==> src/rtl/alu_pkg.sv <==
// alu_pkg: shared constants for the handshaked integer ALU.
// Holds op-mode codes, per-mode function encodings, the control state enum
// and a constant clog2 helper used to size shift amounts and counters.
package alu_pkg;

    localparam int unsigned OP_W   = 3;
    localparam int unsigned FUNC_W = 3;

    // Operation modes
    localparam logic [OP_W-1:0] OP_IDLE    = 3'd0;
    localparam logic [OP_W-1:0] OP_LOGIC   = 3'd1;
    localparam logic [OP_W-1:0] OP_SHIFT   = 3'd2;
    localparam logic [OP_W-1:0] OP_COMPARE = 3'd3;
    localparam logic [OP_W-1:0] OP_ADD_SUB = 3'd4;
    localparam logic [OP_W-1:0] OP_MUL     = 3'd5;
    localparam logic [OP_W-1:0] OP_DIV     = 3'd6;
    localparam logic [OP_W-1:0] OP_MOD     = 3'd7;

    // LOGIC func[1:0]
    localparam logic [1:0] LOG_AND    = 2'b00;
    localparam logic [1:0] LOG_OR     = 2'b01;
    localparam logic [1:0] LOG_XOR    = 2'b10;
    localparam logic [1:0] LOG_PASS_B = 2'b11;

    // COMPARE func[1:0]; func[CMP_INV_BIT] inverts the outcome
    localparam logic [1:0] CMP_LT  = 2'b00;
    localparam logic [1:0] CMP_GT  = 2'b01;
    localparam logic [1:0] CMP_EQ  = 2'b10;
    localparam logic [1:0] CMP_LTU = 2'b11;
    localparam int unsigned CMP_INV_BIT = 2;

    // MUL func[1:0]
    localparam logic [1:0] MUL_LO  = 2'b00;
    localparam logic [1:0] MUL_HSS = 2'b01;
    localparam logic [1:0] MUL_HSU = 2'b10;
    localparam logic [1:0] MUL_HUU = 2'b11;

    // Single-bit option positions
    localparam int unsigned SHF_DIR_BIT   = 1;  // 1: right
    localparam int unsigned SHF_ARITH_BIT = 0;  // 1: arithmetic (right only)
    localparam int unsigned ADD_SUB_BIT   = 0;  // 1: subtract
    localparam int unsigned DIV_UNS_BIT   = 0;  // 1: unsigned

    typedef enum logic [1:0] {
        S_IDLE = 2'd0,
        S_MUL  = 2'd1,
        S_DIV  = 2'd2,
        S_FIX  = 2'd3
    } state_t;

    // Ceiling log2 for elaboration-time sizing
    function automatic int unsigned clog2(input int unsigned n);
        int unsigned r;
        r = 0;
        for (int unsigned v = 1; v < n; v = v * 2) begin
            r = r + 1;
        end
        return r;
    endfunction

endpackage

==> src/rtl/alu_hs_if.sv <==
// alu_hs_if: request/result handshake bundle of the ALU.
// Request side: i_valid/o_ready with i_op_mode, i_func_op, i_a, i_b.
// Result side: o_valid/i_ready with o_result, o_dz; o_busy flags multi-cycle work.
// slave = ALU side, master = requester/consumer side.
interface alu_hs_if
    import alu_pkg::*;
#(
    parameter int unsigned WIDTH = 32
) ();

    logic              i_valid;
    logic              o_ready;
    logic [OP_W-1:0]   i_op_mode;
    logic [FUNC_W-1:0] i_func_op;
    logic [WIDTH-1:0]  i_a;
    logic [WIDTH-1:0]  i_b;
    logic              o_valid;
    logic              i_ready;
    logic [WIDTH-1:0]  o_result;
    logic              o_dz;
    logic              o_busy;

    modport slave (
        input  i_valid, i_op_mode, i_func_op, i_a, i_b, i_ready,
        output o_ready, o_valid, o_result, o_dz, o_busy
    );

    modport master (
        output i_valid, i_op_mode, i_func_op, i_a, i_b, i_ready,
        input  o_ready, o_valid, o_result, o_dz, o_busy
    );

endinterface

==> src/rtl/int_div_seq.sv <==
// int_div_seq: iterative unsigned restoring divider, one quotient bit per cycle.
// Ports: clk_i, rst_ni (sync, active-low), start_i loads dividend_i/divisor_i;
// done_c_o is high in the cycle whose closing edge performs the final iteration;
// quotient_o/remainder_o are registered and final after that edge.
// Magnitudes only; divisor must be non-zero.
module int_div_seq
    import alu_pkg::*;
#(
    parameter int unsigned WIDTH = 32
) (
    input  logic             clk_i,
    input  logic             rst_ni,
    input  logic             start_i,
    input  logic [WIDTH-1:0] dividend_i,
    input  logic [WIDTH-1:0] divisor_i,
    output logic             done_c_o,
    output logic [WIDTH-1:0] quotient_o,
    output logic [WIDTH-1:0] remainder_o
);

    localparam int unsigned CNT_W = clog2(WIDTH);

    logic             busy_q;
    logic [CNT_W-1:0] cnt_q;
    logic [WIDTH-1:0] quo_q;
    logic [WIDTH-1:0] rem_q;
    logic [WIDTH-1:0] dvs_q;

    logic [WIDTH:0]   partial_c;
    logic [WIDTH:0]   diff_c;
    logic             ge_c;

    // Shift next dividend bit into the partial remainder and trial-subtract.
    // partial < 2*divisor, so diff bit WIDTH is a clean borrow flag.
    assign partial_c = {rem_q, quo_q[WIDTH-1]};
    assign diff_c    = partial_c - {1'b0, dvs_q};
    assign ge_c      = ~diff_c[WIDTH];

    assign done_c_o    = busy_q && (cnt_q == CNT_W'(WIDTH - 1));
    assign quotient_o  = quo_q;
    assign remainder_o = rem_q;

    always_ff @(posedge clk_i) begin
        if (!rst_ni) begin
            busy_q <= 1'b0;
            cnt_q  <= '0;
            quo_q  <= '0;
            rem_q  <= '0;
            dvs_q  <= '0;
        end else if (start_i) begin
            busy_q <= 1'b1;
            cnt_q  <= '0;
            quo_q  <= dividend_i;
            rem_q  <= '0;
            dvs_q  <= divisor_i;
        end else if (busy_q) begin
            quo_q <= {quo_q[WIDTH-2:0], ge_c};
            rem_q <= ge_c ? diff_c[WIDTH-1:0] : partial_c[WIDTH-1:0];
            cnt_q <= cnt_q + 1'b1;
            if (done_c_o) begin
                busy_q <= 1'b0;
            end
        end
    end

endmodule

==> src/rtl/alu_hs.sv <==
// alu_hs: integer ALU with valid/ready handshake on request and result.
// Ports: i_clk, i_rst_n (sync, active-low), bus (alu_hs_if.slave).
// Modes 0-4 complete at the accept edge; MUL takes MUL_LAT cycles;
// DIV/MOD run a WIDTH-step divider plus a sign fix-up cycle, except
// divide-by-zero and signed MIN/-1 which complete at the accept edge.
// One result buffer: o_result/o_dz/o_valid hold until consumed.
module alu_hs
    import alu_pkg::*;
#(
    parameter int unsigned WIDTH   = 32,
    parameter int unsigned MUL_LAT = 2
) (
    input  logic     i_clk,
    input  logic     i_rst_n,
    alu_hs_if.slave  bus
);

    localparam int unsigned SH_W   = clog2(WIDTH);
    localparam int unsigned MCNT_W = (MUL_LAT > 2) ? clog2(MUL_LAT - 1) : 1;

    state_t              state_q;
    logic                valid_q;
    logic [WIDTH-1:0]    result_q;
    logic                dz_q;
    logic [MCNT_W-1:0]   mul_cnt_q;
    logic [2*WIDTH-1:0]  prod_q;
    logic [1:0]          mfunc_q;
    logic                neg_quo_q;
    logic                neg_rem_q;
    logic                is_mod_q;

    logic                accept_c;
    logic                consume_c;
    logic [WIDTH-1:0]    single_res_c;
    logic                cmp_c;
    logic [SH_W-1:0]     shamt_c;
    logic                mul_a_sx_c;
    logic                mul_b_sx_c;
    logic [2*WIDTH-1:0]  mul_a_c;
    logic [2*WIDTH-1:0]  mul_b_c;
    logic [2*WIDTH-1:0]  mul_full_c;
    logic                div_mode_c;
    logic                div_uns_c;
    logic                a_neg_c;
    logic                b_neg_c;
    logic [WIDTH-1:0]    mag_a_c;
    logic [WIDTH-1:0]    mag_b_c;
    logic                b_zero_c;
    logic                ovf_c;
    logic                div_start_c;
    logic                div_done_c;
    logic [WIDTH-1:0]    div_quo;
    logic [WIDTH-1:0]    div_rem;
    logic [WIDTH-1:0]    fix_res_c;
    logic                load_c;
    logic [WIDTH-1:0]    load_res_c;
    logic                load_dz_c;

    // Low word or high word of the 2*WIDTH product
    function automatic logic [WIDTH-1:0] mul_pick(input logic [2*WIDTH-1:0] p,
                                                  input logic [1:0]         f);
        return (f == MUL_LO) ? p[WIDTH-1:0] : p[2*WIDTH-1:WIDTH];
    endfunction

    assign bus.o_ready  = (state_q == S_IDLE) && (!valid_q || bus.i_ready);
    assign bus.o_valid  = valid_q;
    assign bus.o_result = result_q;
    assign bus.o_dz     = dz_q;
    assign bus.o_busy   = (state_q != S_IDLE);

    assign accept_c  = bus.i_valid && bus.o_ready;
    assign consume_c = valid_q && bus.i_ready;
    assign shamt_c   = bus.i_b[SH_W-1:0];

    // Single-cycle datapath: logic, shift, compare, add/sub
    always_comb begin
        single_res_c = bus.i_a;
        cmp_c        = 1'b0;
        case (bus.i_op_mode)
            OP_LOGIC: begin
                case (bus.i_func_op[1:0])
                    LOG_AND: single_res_c = bus.i_a & bus.i_b;
                    LOG_OR:  single_res_c = bus.i_a | bus.i_b;
                    LOG_XOR: single_res_c = bus.i_a ^ bus.i_b;
                    default: single_res_c = bus.i_b;
                endcase
            end
            OP_SHIFT: begin
                if (!bus.i_func_op[SHF_DIR_BIT]) begin
                    single_res_c = bus.i_a << shamt_c;
                end else if (bus.i_func_op[SHF_ARITH_BIT]) begin
                    single_res_c = $unsigned($signed(bus.i_a) >>> shamt_c);
                end else begin
                    single_res_c = bus.i_a >> shamt_c;
                end
            end
            OP_COMPARE: begin
                case (bus.i_func_op[1:0])
                    CMP_LT:  cmp_c = $signed(bus.i_a) < $signed(bus.i_b);
                    CMP_GT:  cmp_c = $signed(bus.i_a) > $signed(bus.i_b);
                    CMP_EQ:  cmp_c = bus.i_a == bus.i_b;
                    default: cmp_c = bus.i_a < bus.i_b;
                endcase
                cmp_c        = cmp_c ^ bus.i_func_op[CMP_INV_BIT];
                single_res_c = {{(WIDTH-1){1'b0}}, cmp_c};
            end
            OP_ADD_SUB: begin
                single_res_c = bus.i_func_op[ADD_SUB_BIT] ? (bus.i_a - bus.i_b)
                                                          : (bus.i_a + bus.i_b);
            end
            default: single_res_c = bus.i_a;
        endcase
    end

    // One 2*WIDTH multiplier; operand extension selects the signedness
    assign mul_a_sx_c = (bus.i_func_op[1:0] == MUL_HSS || bus.i_func_op[1:0] == MUL_HSU)
                        && bus.i_a[WIDTH-1];
    assign mul_b_sx_c = (bus.i_func_op[1:0] == MUL_HSS) && bus.i_b[WIDTH-1];
    assign mul_a_c    = {{WIDTH{mul_a_sx_c}}, bus.i_a};
    assign mul_b_c    = {{WIDTH{mul_b_sx_c}}, bus.i_b};
    assign mul_full_c = mul_a_c * mul_b_c;

    // Divider front end: magnitudes, result signs and short-circuit cases
    assign div_mode_c  = (bus.i_op_mode == OP_DIV) || (bus.i_op_mode == OP_MOD);
    assign div_uns_c   = bus.i_func_op[DIV_UNS_BIT];
    assign a_neg_c     = !div_uns_c && bus.i_a[WIDTH-1];
    assign b_neg_c     = !div_uns_c && bus.i_b[WIDTH-1];
    assign mag_a_c     = a_neg_c ? -bus.i_a : bus.i_a;
    assign mag_b_c     = b_neg_c ? -bus.i_b : bus.i_b;
    assign b_zero_c    = (bus.i_b == '0);
    assign ovf_c       = !div_uns_c && (bus.i_a == {1'b1, {(WIDTH-1){1'b0}}})
                         && (bus.i_b == '1);
    assign div_start_c = accept_c && (state_q == S_IDLE) && div_mode_c
                         && !b_zero_c && !ovf_c;

    int_div_seq #(
        .WIDTH (WIDTH)
    ) u_div (
        .clk_i       (i_clk),
        .rst_ni      (i_rst_n),
        .start_i     (div_start_c),
        .dividend_i  (mag_a_c),
        .divisor_i   (mag_b_c),
        .done_c_o    (div_done_c),
        .quotient_o  (div_quo),
        .remainder_o (div_rem)
    );

    assign fix_res_c = is_mod_q ? (neg_rem_q ? -div_rem : div_rem)
                                : (neg_quo_q ? -div_quo : div_quo);

    // Result-buffer load selection
    always_comb begin
        load_c     = 1'b0;
        load_res_c = '0;
        load_dz_c  = 1'b0;
        case (state_q)
            S_IDLE: begin
                if (accept_c) begin
                    if (bus.i_op_mode == OP_MUL) begin
                        if (MUL_LAT == 1) begin
                            load_c     = 1'b1;
                            load_res_c = mul_pick(mul_full_c, bus.i_func_op[1:0]);
                        end
                    end else if (div_mode_c) begin
                        if (b_zero_c) begin
                            load_c     = 1'b1;
                            load_res_c = (bus.i_op_mode == OP_DIV) ? '1 : bus.i_a;
                            load_dz_c  = 1'b1;
                        end else if (ovf_c) begin
                            load_c     = 1'b1;
                            load_res_c = (bus.i_op_mode == OP_DIV) ? bus.i_a : '0;
                        end
                    end else begin
                        load_c     = 1'b1;
                        load_res_c = single_res_c;
                    end
                end
            end
            S_MUL: begin
                if (mul_cnt_q == MCNT_W'(MUL_LAT - 2)) begin
                    load_c     = 1'b1;
                    load_res_c = mul_pick(prod_q, mfunc_q);
                end
            end
            S_FIX: begin
                load_c     = 1'b1;
                load_res_c = fix_res_c;
            end
            default: ;
        endcase
    end

    // Control FSM and result buffer
    always_ff @(posedge i_clk) begin
        if (!i_rst_n) begin
            state_q   <= S_IDLE;
            valid_q   <= 1'b0;
            result_q  <= '0;
            dz_q      <= 1'b0;
            mul_cnt_q <= '0;
            prod_q    <= '0;
            mfunc_q   <= '0;
            neg_quo_q <= 1'b0;
            neg_rem_q <= 1'b0;
            is_mod_q  <= 1'b0;
        end else begin
            if (load_c) begin
                valid_q  <= 1'b1;
                result_q <= load_res_c;
                dz_q     <= load_dz_c;
            end else if (consume_c) begin
                valid_q <= 1'b0;
            end

            case (state_q)
                S_IDLE: begin
                    if (accept_c && bus.i_op_mode == OP_MUL && MUL_LAT > 1) begin
                        state_q   <= S_MUL;
                        prod_q    <= mul_full_c;
                        mfunc_q   <= bus.i_func_op[1:0];
                        mul_cnt_q <= '0;
                    end else if (div_start_c) begin
                        state_q   <= S_DIV;
                        neg_quo_q <= a_neg_c ^ b_neg_c;
                        neg_rem_q <= a_neg_c;
                        is_mod_q  <= (bus.i_op_mode == OP_MOD);
                    end
                end
                S_MUL: begin
                    if (mul_cnt_q == MCNT_W'(MUL_LAT - 2)) begin
                        state_q <= S_IDLE;
                    end else begin
                        mul_cnt_q <= mul_cnt_q + 1'b1;
                    end
                end
                S_DIV: begin
                    if (div_done_c) begin
                        state_q <= S_FIX;
                    end
                end
                S_FIX:   state_q <= S_IDLE;
                default: state_q <= S_IDLE;
            endcase
        end
    end

endmodule

==> src/flat_wrapper.sv <==
// flat-port wrapper written by rule: the top's interface ports become plain ports
module alu_hs_flat import alu_pkg::*;
#(
    parameter int unsigned WIDTH   = 32,
    parameter int unsigned MUL_LAT = 2
)
  (i_clk, i_rst_n, bus_i_valid, bus_i_op_mode, bus_i_func_op, bus_i_a, bus_i_b, bus_i_ready, bus_o_ready, bus_o_valid, bus_o_result, bus_o_dz, bus_o_busy);
  alu_hs_if #(.WIDTH(WIDTH)) bus_i ();
  input  logic i_clk;
  input  logic i_rst_n;
  input wire logic [$bits(bus_i.i_valid)-1:0] bus_i_valid;
  input wire logic [$bits(bus_i.i_op_mode)-1:0] bus_i_op_mode;
  input wire logic [$bits(bus_i.i_func_op)-1:0] bus_i_func_op;
  input wire logic [$bits(bus_i.i_a)-1:0] bus_i_a;
  input wire logic [$bits(bus_i.i_b)-1:0] bus_i_b;
  input wire logic [$bits(bus_i.i_ready)-1:0] bus_i_ready;
  output wire logic [$bits(bus_i.o_ready)-1:0] bus_o_ready;
  output wire logic [$bits(bus_i.o_valid)-1:0] bus_o_valid;
  output wire logic [$bits(bus_i.o_result)-1:0] bus_o_result;
  output wire logic [$bits(bus_i.o_dz)-1:0] bus_o_dz;
  output wire logic [$bits(bus_i.o_busy)-1:0] bus_o_busy;
  assign bus_i.i_valid = bus_i_valid;
  assign bus_i.i_op_mode = bus_i_op_mode;
  assign bus_i.i_func_op = bus_i_func_op;
  assign bus_i.i_a = bus_i_a;
  assign bus_i.i_b = bus_i_b;
  assign bus_i.i_ready = bus_i_ready;
  assign bus_o_ready = bus_i.o_ready;
  assign bus_o_valid = bus_i.o_valid;
  assign bus_o_result = bus_i.o_result;
  assign bus_o_dz = bus_i.o_dz;
  assign bus_o_busy = bus_i.o_busy;
  alu_hs #(.WIDTH(WIDTH), .MUL_LAT(MUL_LAT)) u_core (.i_clk(i_clk), .i_rst_n(i_rst_n), .bus(bus_i));
endmodule
==> config.mk <==
export PLATFORM = sky130hd
export DESIGN_NAME = alu_hs_flat
export DESIGN_NICKNAME = d
export VERILOG_FILES = /design/src/rtl/alu_pkg.sv /design/src/rtl/alu_hs_if.sv /design/src/rtl/int_div_seq.sv /design/src/rtl/alu_hs.sv /design/src/flat_wrapper.sv
export SDC_FILE = /design/constraint.sdc
export NUM_CORES = 2
export LEC_CHECK = 0
export ABC_AREA = 1
export CELL_PAD_IN_SITES_DETAIL_PLACEMENT = 1
export CELL_PAD_IN_SITES_GLOBAL_PLACEMENT = 2
export CORE_MARGIN = 4
export CORE_UTILIZATION = 38
export DETAILED_ROUTE_END_ITERATION = 10
export GPL_ROUTABILITY_DRIVEN = 0
export PLACE_DENSITY_LB_ADDON = 0.1
export SETUP_SLACK_MARGIN = 0.15
export SYNTH_ARGS = -nofsm -noshare
export SYNTH_HDL_FRONTEND = slang
export SYNTH_HIERARCHICAL = 1
export SYNTH_SLANG_ARGS = --single-unit
==> constraint.sdc <==
create_clock -name i_clk -period 14.1 [get_ports i_clk]
set_input_delay 3.525 -clock i_clk [delete_from_list [all_inputs] [get_ports i_clk]]
set_output_delay 3.525 -clock i_clk [all_outputs]
set_load 0.02 [all_outputs]
==> reports/qor.yml <==
outcome: "completed"
area_delta_synth_final_pct: 5.45
syn_inst: 9061
synth_most_common_cell: "nand2_1"
hold_viol: 0
first_pass_iters: 5
setup_viol: 0
rows: 149
coreArea_um2: 165000
grt_pass1_wl_mm: 436
dieArea_um2: 173000
fin_crit_ps: 12590
grt_antenna_before_repair: 14
required_ps: 14630
crit_fanout: 17
syn_nets: 10600
slew_viol_final: 0
worst_slew_pin_slew_ps: 1280
fin_worst_skew_ps: 21.1
netlist_area_um2: 63200
finalSetupTns_ps: 0
holdWs_ps: 472
cts_setup_buffers: 0
hold_path_class: "flop to flop"
yosys_warnings: 6
clock_sinks: 207
cts_tree: "done"
grt_max_degree: 68
critPathArrivalTime_ps: 13120
dp_hpwl_mm: 243
synthFlopType: "dfxtp_1"
max-cap-violations: 0
avgSynthCellArea_um2: 6.97
start_kind: "input port"
drive_gt1_frac: 0.0363
rsz0062_at_grt: "false"
cp_top_family: "adder cells"
drc: 0
synth_top_area_cell: "fa_1"
h-tree-depth: 1
ys_seq_area_frac: 0.0656
cp_num_buf_inv: 9
numCtsBuffers: 27
initial_core_util: 0.383
routedWlPerCell_um: 26.7
routed_wl_mm: 296
synth_area_leaders: "fa_1, nand2_1, inv_1"
drt_iter0_drc: 4884
worst-setup-path-type: "input port to flop"
synth-edff-count: 0
synth-seq-cells: 207
max-slew-margin-rel: 0.142
cts_buffer_depth: 3
synth_top_cells_by_count: "nand2_1, inv_1, fa_1"
clk_pin_slew_worst_paths_ps: 70
vias: 60700
grt_pass1_vias: 64700
yosys.area.top_type_share: 0.357
hold_buffers: 0
synth_cell_types: 71
track_usage: 0.339
slowest_stage: "fa_1"
crit_top_cell: "fa_1"
viasPerCell: 5.48
ioPinCount: 110
gr-total-overflow: 0
fp.dieW_um: 416
port_buffers: 109
cts_root_buf: "clkbuf_16"
max_stage_delay_ps: 990
critPathCaptureType: "flop"
finalCritPeriodShare: 0.893
max_freq_mhz: 79.4
async_reset_ff_frac: 0
fin_nets: 10400
die_h_um: 416
ant_nets: 0
insertion_delay_ps: 590
ctsResizeCount: 0
==> cell usage in the layout, fill, tap and decap left out, types with 23 or more instances in the layout <==
cell type           n
nand2_1          2190
inv_1            2165
fa_1             1128
o21ai_0           593
nor2_1            517
a21oi_1           500
ha_1              352
nand3_1           264
dfxtp_1           207
buf_4             128
xor2_1            111
o211ai_1           66
buf_2              63
nor3_1             53
clkdlybuf4s50_1    44
a31oi_1            40
nand4_1            35
xnor2_1            33
o22ai_1            30
clkbuf_16          27
nor4_1             27
o221ai_1           24
o21bai_1           23
==> layer usage <==
metal / global-route usage / up-vias / share of wire
li1: - / 26700 / -
met1: 0.445 / 31200 / 0.42
met2: 0.548 / 2199 / 0.45
met3: 0.0554 / 616 / 0.068
met4: 0.156 / 8 / 0.058
met5: 0 / - / 0.00017
==> metrics by stage <==
| step | utilization | std cells | cell area (um2) | worst slack, ps |
|---|---|---|---|---|
| floorplan | - | 9061 | 63200 | 1970 |
| detailed placement | 0.398 | 11000 | 65700 | 849 |
| finish | 0.403 | 11100 | 66600 | 1510 |
| global placement | 0.398 | 11000 | 65700 | 1010 |
| global route | 0.403 | 11100 | 66600 | 973 |
| CTS | 0.403 | 11100 | 66600 | 1440 |
==> logic make-up after synthesis <==
| logic type | Yosys count | share of synthesized area |
|---|---|---|
| fa+ha+maj | 1480 | 0.427 |
| compound gates | 1386 | 0.121 |
| buf+inv | 2656 | 0.161 |
| xor+xnor | 144 | 0.0200 |
| flops | 207 | 0.0656 |
| mux | 16 | 0.00253 |
| simple gates | 3172 | 0.203 |
==> state kept, by name (all words and copies together) (netlist names) <==
signal                    count
u_core/bus.o_valid            1
u_core/bus.o_dz               1
u_core/is_mod_q               1
u_core/u_div/quotient_o      32
u_core/prod_q                64
u_core/u_div/busy_q           1
u_core/u_div/cnt_q            5
u_core/u_div/remainder_o     32
u_core/neg_rem_q              1
u_core/neg_quo_q              1
u_core/u_div/dvs_q           32
u_core/bus.o_result          32
u_core/mfunc_q                2
u_core/state_q                2
==> layout make-up <==
type	instances	area [um2]
flip-flops and latches	207	4140
clock inverters	12	128
repair buffers	235	1720
fillers	21100	98600
well taps	2189	2740
inverters	2187	8210
clock buffers	37	773
diodes	7	17.5
multi-input cells	6198	48900
==> worst reg2reg max path, delay by kind of cell, from the launching register on <==
| kind | cells | cell delay (ps) |
|---|---|---|
| AO/OA/AOI/OAI | 4 | 1030 |
| XOR/XNOR | 1 | 220 |
| adder cells (fa/ha/maj) | 1 | 250 |
| buffers and inverters | 2 | 390 |
| flip-flops | 1 | 350 |
| AND/OR/NAND/NOR | 8 | 1420 |
==> worst paths after layout <==
kind                                     from                       to  slack (ps)  depth (start not counted)
setup reg to reg  u_core/u_div/remainder_o[0]  u_core/bus.o_result[26]       10320                         16
hold / removal          u_core/u_div/cnt_q[4]    u_core/u_div/cnt_q[4]         470                          2
hold reg to reg         u_core/u_div/cnt_q[4]    u_core/u_div/cnt_q[4]         470                          2
setup / recovery             bus_i_func_op[1]        u_core/prod_q[60]        1510                         29
Power is not shown: default switching activity piles up to over one toggle a cycle in this logic, so the estimate is an artifact.
